==> src/rtl/csa_modaddsub_pipe.sv <==
// Two-stage pipelined modular add/subtract on carry-save operands.
// Result stays in carry-save form; (c_o + s_o) mod P equals (A +/- B) mod P.
module csa_modaddsub_pipe #(
  parameter int          W     = 89,
  parameter logic [W-1:0] P    = 89'h19f393cffffffffffffffff,
  parameter int          TAG_W = 4
) (
  input  logic             clk,
  input  logic             rst_n,
  input  logic             in_valid_i,
  output logic             in_ready_o,
  input  logic [W-1:0]     a_c_i,
  input  logic [W-1:0]     a_s_i,
  input  logic [W-1:0]     b_c_i,
  input  logic [W-1:0]     b_s_i,
  input  logic             op_i,
  input  logic [TAG_W-1:0] tag_i,
  output logic             out_valid_o,
  input  logic             out_ready_i,
  output logic [W-1:0]     c_o,
  output logic [W-1:0]     s_o,
  output logic [TAG_W-1:0] tag_o
);

  // Reduces (m * 2^(W-1) [+ 2 - 2^(W+1) when sub]) modulo P at elaboration.
  // 4P >= 2^(W+1) keeps the subtract case non-negative; the value stays
  // below 16P, so a bounded repeated subtraction suffices.
  function automatic logic [W-1:0] corr_calc(input logic sub, input int m);
    logic [W+3:0] v;
    logic [W+3:0] pw;
    pw = {4'b0000, P};
    v  = (W+4)'(m) << (W-1);
    if (sub) v = v + (W+4)'(2) + (pw << 2) - ((W+4)'(1) << (W+1));
    for (int i = 0; i < 32; i++) begin
      if (v >= pw) v = v - pw;
    end
    return v[W-1:0];
  endfunction

  logic [W-1:0] corr_add [8];
  logic [W-1:0] corr_sub [8];

  for (genvar gi = 0; gi < 8; gi++) begin : g_corr
    localparam logic [W-1:0] CORR_ADD = corr_calc(1'b0, gi);
    localparam logic [W-1:0] CORR_SUB = corr_calc(1'b1, gi);
    assign corr_add[gi] = CORR_ADD;
    assign corr_sub[gi] = CORR_SUB;
  end

  logic             vld_p1_q, vld_p1_d;
  logic [W:0]       cv_p1_q, cv_p1_d;
  logic [W:0]       sv_p1_q, sv_p1_d;
  logic             op_p1_q, op_p1_d;
  logic [TAG_W-1:0] tag_p1_q, tag_p1_d;

  logic             vld_p2_q, vld_p2_d;
  logic [W-1:0]     c_p2_q, c_p2_d;
  logic [W-1:0]     s_p2_q, s_p2_d;
  logic [TAG_W-1:0] tag_p2_q, tag_p2_d;

  logic ld_p1, ld_p2, accept, adv_p2;

  // Flow control: a stage may load when empty or when its successor moves.
  always_comb begin
    ld_p2      = !vld_p2_q || out_ready_i;
    ld_p1      = !vld_p1_q || ld_p2;
    in_ready_o = ld_p1;
    accept     = in_valid_i && ld_p1;
    adv_p2     = ld_p2 && vld_p1_q;
    vld_p1_d   = ld_p1 ? in_valid_i : vld_p1_q;
    vld_p2_d   = ld_p2 ? vld_p1_q : vld_p2_q;
  end

  // Stage 1: conditional inversion of B and two full-adder rows.
  logic [W-1:0] bc_x, bs_x, r1_s, r1_c, r2_c;
  logic [W:0]   r2_x, r2_y, r2_z;

  always_comb begin
    bc_x = op_i ? ~b_c_i : b_c_i;
    bs_x = op_i ? ~b_s_i : b_s_i;
    r1_s = a_c_i ^ a_s_i ^ bc_x;
    r1_c = (a_c_i & a_s_i) | (a_c_i & bc_x) | (a_s_i & bc_x);
    r2_x = {1'b0, r1_s};
    r2_y = {r1_c, 1'b0};
    r2_z = {1'b0, bs_x};
    r2_c = (r2_x[W-1:0] & r2_y[W-1:0]) | (r2_x[W-1:0] & r2_z[W-1:0]) |
           (r2_y[W-1:0] & r2_z[W-1:0]);
    cv_p1_d  = accept ? {r2_c, 1'b0} : cv_p1_q;
    sv_p1_d  = accept ? (r2_x ^ r2_y ^ r2_z) : sv_p1_q;
    op_p1_d  = accept ? op_i : op_p1_q;
    tag_p1_d = accept ? tag_i : tag_p1_q;
  end

  // Stage 2: fold the top two columns into M, add the mod-P correction.
  logic         hs, hc, fs, fc;
  logic [2:0]   m;
  logic [W-1:0] corr, lx, ly;
  logic [W-2:0] mj;

  always_comb begin
    hs   = cv_p1_q[W-1] ^ sv_p1_q[W-1];
    hc   = cv_p1_q[W-1] & sv_p1_q[W-1];
    fs   = cv_p1_q[W] ^ sv_p1_q[W] ^ hc;
    fc   = (cv_p1_q[W] & sv_p1_q[W]) | (cv_p1_q[W] & hc) | (sv_p1_q[W] & hc);
    m    = {fc, fs, hs};
    corr = op_p1_q ? corr_sub[m] : corr_add[m];
    lx   = {1'b0, cv_p1_q[W-2:0]};
    ly   = {1'b0, sv_p1_q[W-2:0]};
    // Top bit of lx/ly is zero, so the carry out of column W-1 is always 0.
    mj   = (lx[W-2:0] & ly[W-2:0]) | (lx[W-2:0] & corr[W-2:0]) |
           (ly[W-2:0] & corr[W-2:0]);
    c_p2_d   = adv_p2 ? {mj, 1'b0} : c_p2_q;
    s_p2_d   = adv_p2 ? (lx ^ ly ^ corr) : s_p2_q;
    tag_p2_d = adv_p2 ? tag_p1_q : tag_p2_q;
  end

  // Stage boundary registers: control and outputs are reset, internals are not.
  always_ff @(posedge clk or negedge rst_n) begin
    if (!rst_n) begin
      vld_p1_q <= 1'b0;
      vld_p2_q <= 1'b0;
      c_p2_q   <= '0;
      s_p2_q   <= '0;
      tag_p2_q <= '0;
    end else begin
      vld_p1_q <= vld_p1_d;
      vld_p2_q <= vld_p2_d;
      c_p2_q   <= c_p2_d;
      s_p2_q   <= s_p2_d;
      tag_p2_q <= tag_p2_d;
    end
  end

  always_ff @(posedge clk) begin
    cv_p1_q  <= cv_p1_d;
    sv_p1_q  <= sv_p1_d;
    op_p1_q  <= op_p1_d;
    tag_p1_q <= tag_p1_d;
  end

  assign out_valid_o = vld_p2_q;
  assign c_o         = c_p2_q;
  assign s_o         = s_p2_q;
  assign tag_o       = tag_p2_q;

endmodule
==> config.mk <==
export PLATFORM = sky130hd
export DESIGN_NAME = csa_modaddsub_pipe
export DESIGN_NICKNAME = d
export VERILOG_FILES = /design/src/rtl/csa_modaddsub_pipe.sv
export SDC_FILE = /design/constraint.sdc
export NUM_CORES = 1
export LEC_CHECK = 0
export CAP_MARGIN = 20
export CORE_MARGIN = 5
export CORE_UTILIZATION = 45
export CTS_BUF_LIST = sky130_fd_sc_hd__clkbuf_16
export DETAILED_ROUTE_END_ITERATION = 10
export PLACE_DENSITY_LB_ADDON = 0.12
export RECOVER_POWER = 100
export SKIP_LAST_GASP = 1
export SLEW_MARGIN = 20
export SYNTH_ARGS = -nofsm -noshare
export SYNTH_HDL_FRONTEND = slang
export SYNTH_SLANG_ARGS = --single-unit
==> constraint.sdc <==
create_clock -name clk -period 4.95 [get_ports clk]
set_clock_uncertainty 0.05 [all_clocks]
set_input_delay 0.99 -clock clk [delete_from_list [all_inputs] [get_ports clk]]
set_output_delay 0.99 -clock clk [all_outputs]
set_load 0.03 [all_outputs]
==> results.sh, run 1 <==
export IMPL_ir_drop_mv=0.246
export IMPL_synthTopCellsByArea="edfxtp_1, fa_1, dfrtp_1"
export IMPL_place_congestion=0.857
export IMPL_max_cap_viol_count=1
export IMPL_reg2reg_depth=8
export IMPL_synth_top_family_by_area="adder cells"
export IMPL_cts_root_buf="clkbuf_16"
export IMPL_postPlaceCellArea_um2=26900
export IMPL_firstDrtPassIters=4
export IMPL_rsz0062_at_grt="no"
export IMPL_final_layout_size_suffix_gt1_share_pct=3.35
export IMPL_timing_worst_setup_path_type="reg2reg"
export IMPL_fmax_ghz=0.250
export IMPL_max_slew_margin_rel_pct=-66.6
export IMPL_crit_fanout=34
export IMPL_dr_total_vias=12017
export IMPL_place_hpwl_um=41300
export IMPL_cts_buffers=40
export IMPL_postCtsSetupBuffers=0
export IMPL_tns_ns=0
export IMPL_min_path_cells=1
export IMPL_area_growth_pct=34.9
export IMPL_startpoint="cv_p1_q[88]"
export IMPL_clkSinkCount=367
export IMPL_whs_ns=0.436
export IMPL_path_clk_slew_ns=0.06
export IMPL_synthesis_area_um2=20800
export IMPL_synth_simple_gate_area_share_pct=0.422
export IMPL_p_clk_share_pct=21.8
export IMPL_power_total_mw=12.7
export IMPL_ioPinCount=549
export IMPL_cp_required_ns=5.32
export IMPL_maxSlewViolCount=88
export IMPL_reg2reg_to="s_o[25]"
export IMPL_final_antenna_net_count=0
export IMPL_viasPerCell=4.57
export IMPL_core_area_um2=45500
export IMPL_ys_seq_area_share_pct=48.6
export IMPL_worstMarginPinSlew_ns=2.50
export IMPL_synth_nets=2071
export IMPL_combPwrFrac_pct=41.7
export IMPL_clock_path_buffers=3
export IMPL_rr_startpoint="cv_p1_q[88]"
export IMPL_setup_violations=0
export IMPL_hold_buffers=0
export IMPL_fin_area_um2=28000
export IMPL_period_share_pct=80.8
export IMPL_ctsHtreeMaxLevel=2
export IMPL_start_util_pct=45.7
export IMPL_crit_path_end_kind="flip-flop"
export IMPL_start_kind="flip-flop"
export IMPL_avgSynthCellArea_um2=14.5
export IMPL_dieArea_um2=50600
export IMPL_final_util_pct=61.6
export IMPL_run_status="complete, but fails checks"
export IMPL_rows=78
export IMPL_die_w_um=225
export IMPL_setup_ws_ns=0.948
export IMPL_synth_compound_area_share_pct=0.361
export IMPL_synth_seq_cells=367
export IMPL_io_buffers=547
export IMPL_grt_pass1_wl_um=80600
export IMPL_die_h_um=225
export IMPL_routed_wl_um=52500
export IMPL_violations="capacitance limit, slew limit"
export IMPL_crit_arrival_ns=4.37
export IMPL_place_inst=2554
export IMPL_seq_power_share_pct=36.5
export IMPL_fin_cells=2629
export IMPL_wl_per_cell_um=20.0
export IMPL_hold_path_class="reg2reg"
export IMPL_netlist_top_cell_by_area="edfxtp_1"
export IMPL_ys_types=30
export IMPL_min_from="tag_p1_q[3]"
export IMPL_post_route_drc_count=0
export IMPL_synth_area_mux_share_pct=8.76
export IMPL_gr_usage_all_layers_pct=21.0
export IMPL_p_leak_nw=12.7
export IMPL_power_switching_mw=4.83
export IMPL_antenna_found_initial=10
export IMPL_switching_share_pct=38.0
export IMPL_synthCells=1433
export IMPL_clkLatencyLatePin_ns=0.55
export IMPL_final_nets=2634
export IMPL_cts_tree="done"
export IMPL_final_hold_viol_count=0
export IMPL_post_cts_resized_instances=0
export IMPL_drt_iter0_drc=601
export IMPL_grt_overflow=0
export IMPL_synth_xor_area_share_pct=7.64
export IMPL_synth_adder_area_share_pct=26.0
export IMPL_preCtsSetupSlack_ns=1.46
export IMPL_power_density_nw_per_um2=454
export IMPL_intPower_mw=7.90
export IMPL_hold_end="tag_o[3]"
export IMPL_regToRegSetupSlack_ns=0.95
export IMPL_fin_crit_ns=4.00
export IMPL_yosys_warnings=0
export IMPL_grt_max_degree=97
export IMPL_yosysTopAreaCellShare_pct=26.6
export IMPL_first_global_vias=13748
synth_stat cells:
cell	number
a21boi_0	1
a21oi_1	6
a31o_2	1
a31oi_1	2
and2_1	1
buf_2	9
buf_4	22
buf_6	11
conb_1	1
dfrtp_1	183
edfxtp_1	184
fa_1	265
ha_1	8
inv_1	362
mux2_2	6
mux2i_1	175
nand2_1	2
nand2_4	1
nand2b_1	3
nand2b_2	1
nand3_1	1
nand3b_1	1
nor2_1	3
nor3_1	1
o21ai_0	2
o22ai_1	1
or3_1	1
xnor2_1	2
xnor2_4	1
xor2_1	176
sequential cells by signal, summed over array words and instances, names as in the netlist:
signal,count
c_o,88
cv_p1_q,89
op_p1_q,1
out_valid_o,1
s_o,89
sv_p1_q,90
tag_o,4
tag_p1_q,4
vld_p1_q,1
cell type report:
| class | instances | area (um^2) |
|---|---|---|
| clock inverters | 32 | 164 |
| fillers | 3657 | 17500 |
| repair buffers | 563 | 5620 |
| flip-flops and latches | 367 | 10100 |
| well taps | 600 | 751 |
| diodes | 1 | 2.50 |
| clock buffers | 42 | 1050 |
| inverters | 362 | 1360 |
| multi-input cells | 662 | 8970 |
cells in the final DEF, fill, tap and decap left out, types with 13 or more instances in the layout:
master	Yosys	layout
mux2i_1	175	175
clkinv_1	0	13
xor2_1	176	176
fa_1	265	265
dfrtp_1	183	183
dlygate4sd3_1	0	188
clkdlybuf4s50_1	0	357
clkbuf_16	0	42
edfxtp_1	184	184
inv_1	362	375
critical path, stage by stage (launching register included):
cell and delay (ns):
edfxtp_1 0.33, ha_1 0.14, inv_1 0.05, fa_1 0.59, ha_1 0.28, nand3_2 1.05, buf_4 0.72, fa_1 0.56
mux2i_1 0.07
power groups by stage:
stage	Sequential (mW)	Combinational, mW	Clock [mW]
after floorplan	5.98	1.74	0
after global placement	4.70	5.55	0
after detailed placement	4.73	5.67	0
after CTS	4.69	5.69	2.86
after global routing	4.77	5.84	2.97
final	4.65	5.31	2.77
worst max-delay path by stage:
stage	to	cells after the start
4_1_cts	s_o[25]	8
3_5_place_dp	s_o[27]	8
2_1_floorplan	s_o[10]	7
5_1_grt	s_o[23]	8
3_3_place_gp	sv_p1_q[72]	5
6_report	s_o[25]	8
logic make-up (layout without fill, tap and decap cells):
group / count (synthesis) / count (layout)
DFF: 367 / 367
xor gates and xnor gates: 179 / 179
AOI/OAI and AO/OA: 13 / 13
adders and majority gates: 273 / 273
muxes: 181 / 181
other: 1 / 2
buffers and inverters: 404 / 999
and+or+nand+nor: 15 / 15
per-layer routing:
| metal | up-vias | wire length (um) | global-route usage (%) |
|---|---|---|---|
| li1 | 5480 | - | - |
| met1 | 6054 | 19300 | 25.5 |
| met2 | 383 | 26700 | 35.6 |
| met3 | 86 | 4920 | 7.45 |
| met4 | 14 | 1470 | 6.29 |
| met5 | - | 90 | 0 |
Note: power is estimated with default switching activity, not from simulation.
==> run 2: changes to the inputs <==
- CORE_UTILIZATION: 45 -> 50
- clock period: 4.95 -> 3.8 ns (I/O delays scaled with it)
==> run 2 against run 1 <==
Against the previous run:
- the run still ends with capacitance limit, slew limit left
- critical endpoint is now cv_p1_q[70]
- hold slack got worse by 0.018 ns
- highest routed layer unchanged
- largest power group unchanged
- total power up 30%
- sequential cell count unchanged
- critical path depth fell by 4
- setup slack worse by 0.37 ns
==> results.sh, run 2 (synthesis results as in run 1) <==
export IMPL_worstMarginPinSlew_ns=2.88
export IMPL_firstDrtPassIters=4
export IMPL_clkLatencyLatePin_ns=0.53
export IMPL_place_hpwl_um=41600
export IMPL_die_h_um=214
export IMPL_postPlaceCellArea_um2=26900
export IMPL_grt_max_degree=103
export IMPL_period_share_pct=84.7
export IMPL_cp_required_ns=3.96
export IMPL_grt_overflow=0
export IMPL_gr_usage_all_layers_pct=23.3
export IMPL_core_area_um2=40900
export IMPL_place_inst=2493
export IMPL_layout_commonest_cell="inv_1"
export IMPL_place_congestion=0.836
export IMPL_final_cell_mix="inv_1, clkdlybuf4s50_1, fa_1"
export IMPL_clock_path_buffers=3
export IMPL_tns_ns=0
export IMPL_final_hold_viol_count=0
export IMPL_dieArea_um2=45700
export IMPL_largest_reg_flops=90
export IMPL_run_status="complete, but fails checks"
export IMPL_routed_wl_um=52700
export IMPL_ioPinCount=549
export IMPL_num_antenna_cells=0
export IMPL_fin_area_um2=27900
export IMPL_path_clk_slew_ns=0.06
export IMPL_start_util_pct=50.8
export IMPL_drt_iter0_drc=486
export IMPL_crit_fanout=32
export IMPL_viasPerCell=4.72
export IMPL_post_cts_resized_instances=0
export IMPL_ir_drop_mv=0.273
export IMPL_start_kind="input pin"
export IMPL_crit_arrival_ns=3.37
export IMPL_area_growth_pct=34.5
export IMPL_final_nets=2642
export IMPL_max_cap_viol_count=3
export IMPL_cts_root_buf="clkbuf_16"
export IMPL_grt_pass1_wl_um=80200
export IMPL_io_buffers=547
export IMPL_timing_worst_setup_path_type="in2reg"
export IMPL_power_total_mw=16.5
export IMPL_final_antenna_net_count=0
export IMPL_hold_buffers=0
export IMPL_cts_buffers=41
export IMPL_fin_crit_ns=3.22
export IMPL_antenna_found_initial=2
export IMPL_power_density_nw_per_um2=590
export IMPL_first_global_vias=14047
export IMPL_final_layout_size_suffix_gt1_share_pct=3.64
export IMPL_rsz0062_at_grt="no"
export IMPL_cts_tree="done"
export IMPL_p_leak_nw=12.8
export IMPL_post_route_drc_count=0
export IMPL_setup_violations=0
export IMPL_ctsHtreeMaxLevel=2
export IMPL_crit_path_end_kind="flip-flop"
export IMPL_fin_cells=2563
export IMPL_hold_path_class="reg2reg"
export IMPL_largest_register="sv_p1_q"
export IMPL_wl_per_cell_um=20.6
export IMPL_max_slew_margin_rel_pct=-92.0
export IMPL_postCtsSetupBuffers=0
export IMPL_violations="capacitance limit, slew limit"
export IMPL_die_w_um=214
export IMPL_clkSinkCount=367
export IMPL_rows=74
export IMPL_fmax_ghz=0.311
export IMPL_maxSlewViolCount=133
export IMPL_dr_total_vias=12105
-- run 2: through the flow --
stage / hold slack [ns] / setup WS, ns / utilization (%)
6_report: 0.419 / 0.582 / 68.3
5_1_grt: 0.440 / 0.363 / 68.3
4_1_cts: 0.335 / 0.903 / 68.6
3_5_place_dp: 0.415 / 0.886 / 65.8
3_3_place_gp: 0.410 / 0.876 / 65.8
2_1_floorplan: 0.405 / 0.0840 / -
-- run 2: per-layer routing --
layer / GRT usage [%] / vias to the layer above / routed length (um)
met2: 40.7 / 365 / 27400
li1: - / 5500 / -
met4: 5.81 / 4 / 1400
met1: 28.5 / 6156 / 19300
met5: 0 / - / 34
met3: 7.10 / 80 / 4610
-- run 2: path summary, 6_finish.rpt --
kind / start / end / slack [ns] / cells after the start
setup / recovery: out_ready_i / cv_p1_q[70] / 0.58 / 4
hold / removal: tag_p1_q[0] / tag_o[0] / 0.42 / 1
setup reg to reg: cv_p1_q[88] / s_o[75] / 0.75 / 8
hold reg to reg: tag_p1_q[0] / tag_o[0] / 0.42 / 1
max in group asynchronous: rst_n / c_o[25] / 0.90 / 1
min in group asynchronous: rst_n / c_o[77] / 1.02 / 1
-- run 2: worst max-delay path, cell delays in order --
cell and delay (ns):
dlygate4sd3_1 0.53, nand3b_1 0.14, and2_1 1.42, buf_4 0.49
-- run 2: where the power goes --
| part | switching [mW] | internal (mW) |
|---|---|---|
| Combinational | 4.26 | 2.71 |
| Sequential | 0.526 | 5.54 |
| Clock | 1.52 | 1.94 |
-- run 2: area by class of cell --
| type | count | area, um^2 |
|---|---|---|
| Sequential cell | 367 | 10100 |
| Inverter | 362 | 1360 |
| Multi-Input combinational cell | 662 | 8950 |
| Clock inverter | 29 | 114 |
| Timing Repair Buffer | 570 | 5720 |
| Clock buffer | 41 | 1030 |
| Fill cell | 2988 | 13000 |
| Tap cell | 532 | 666 |
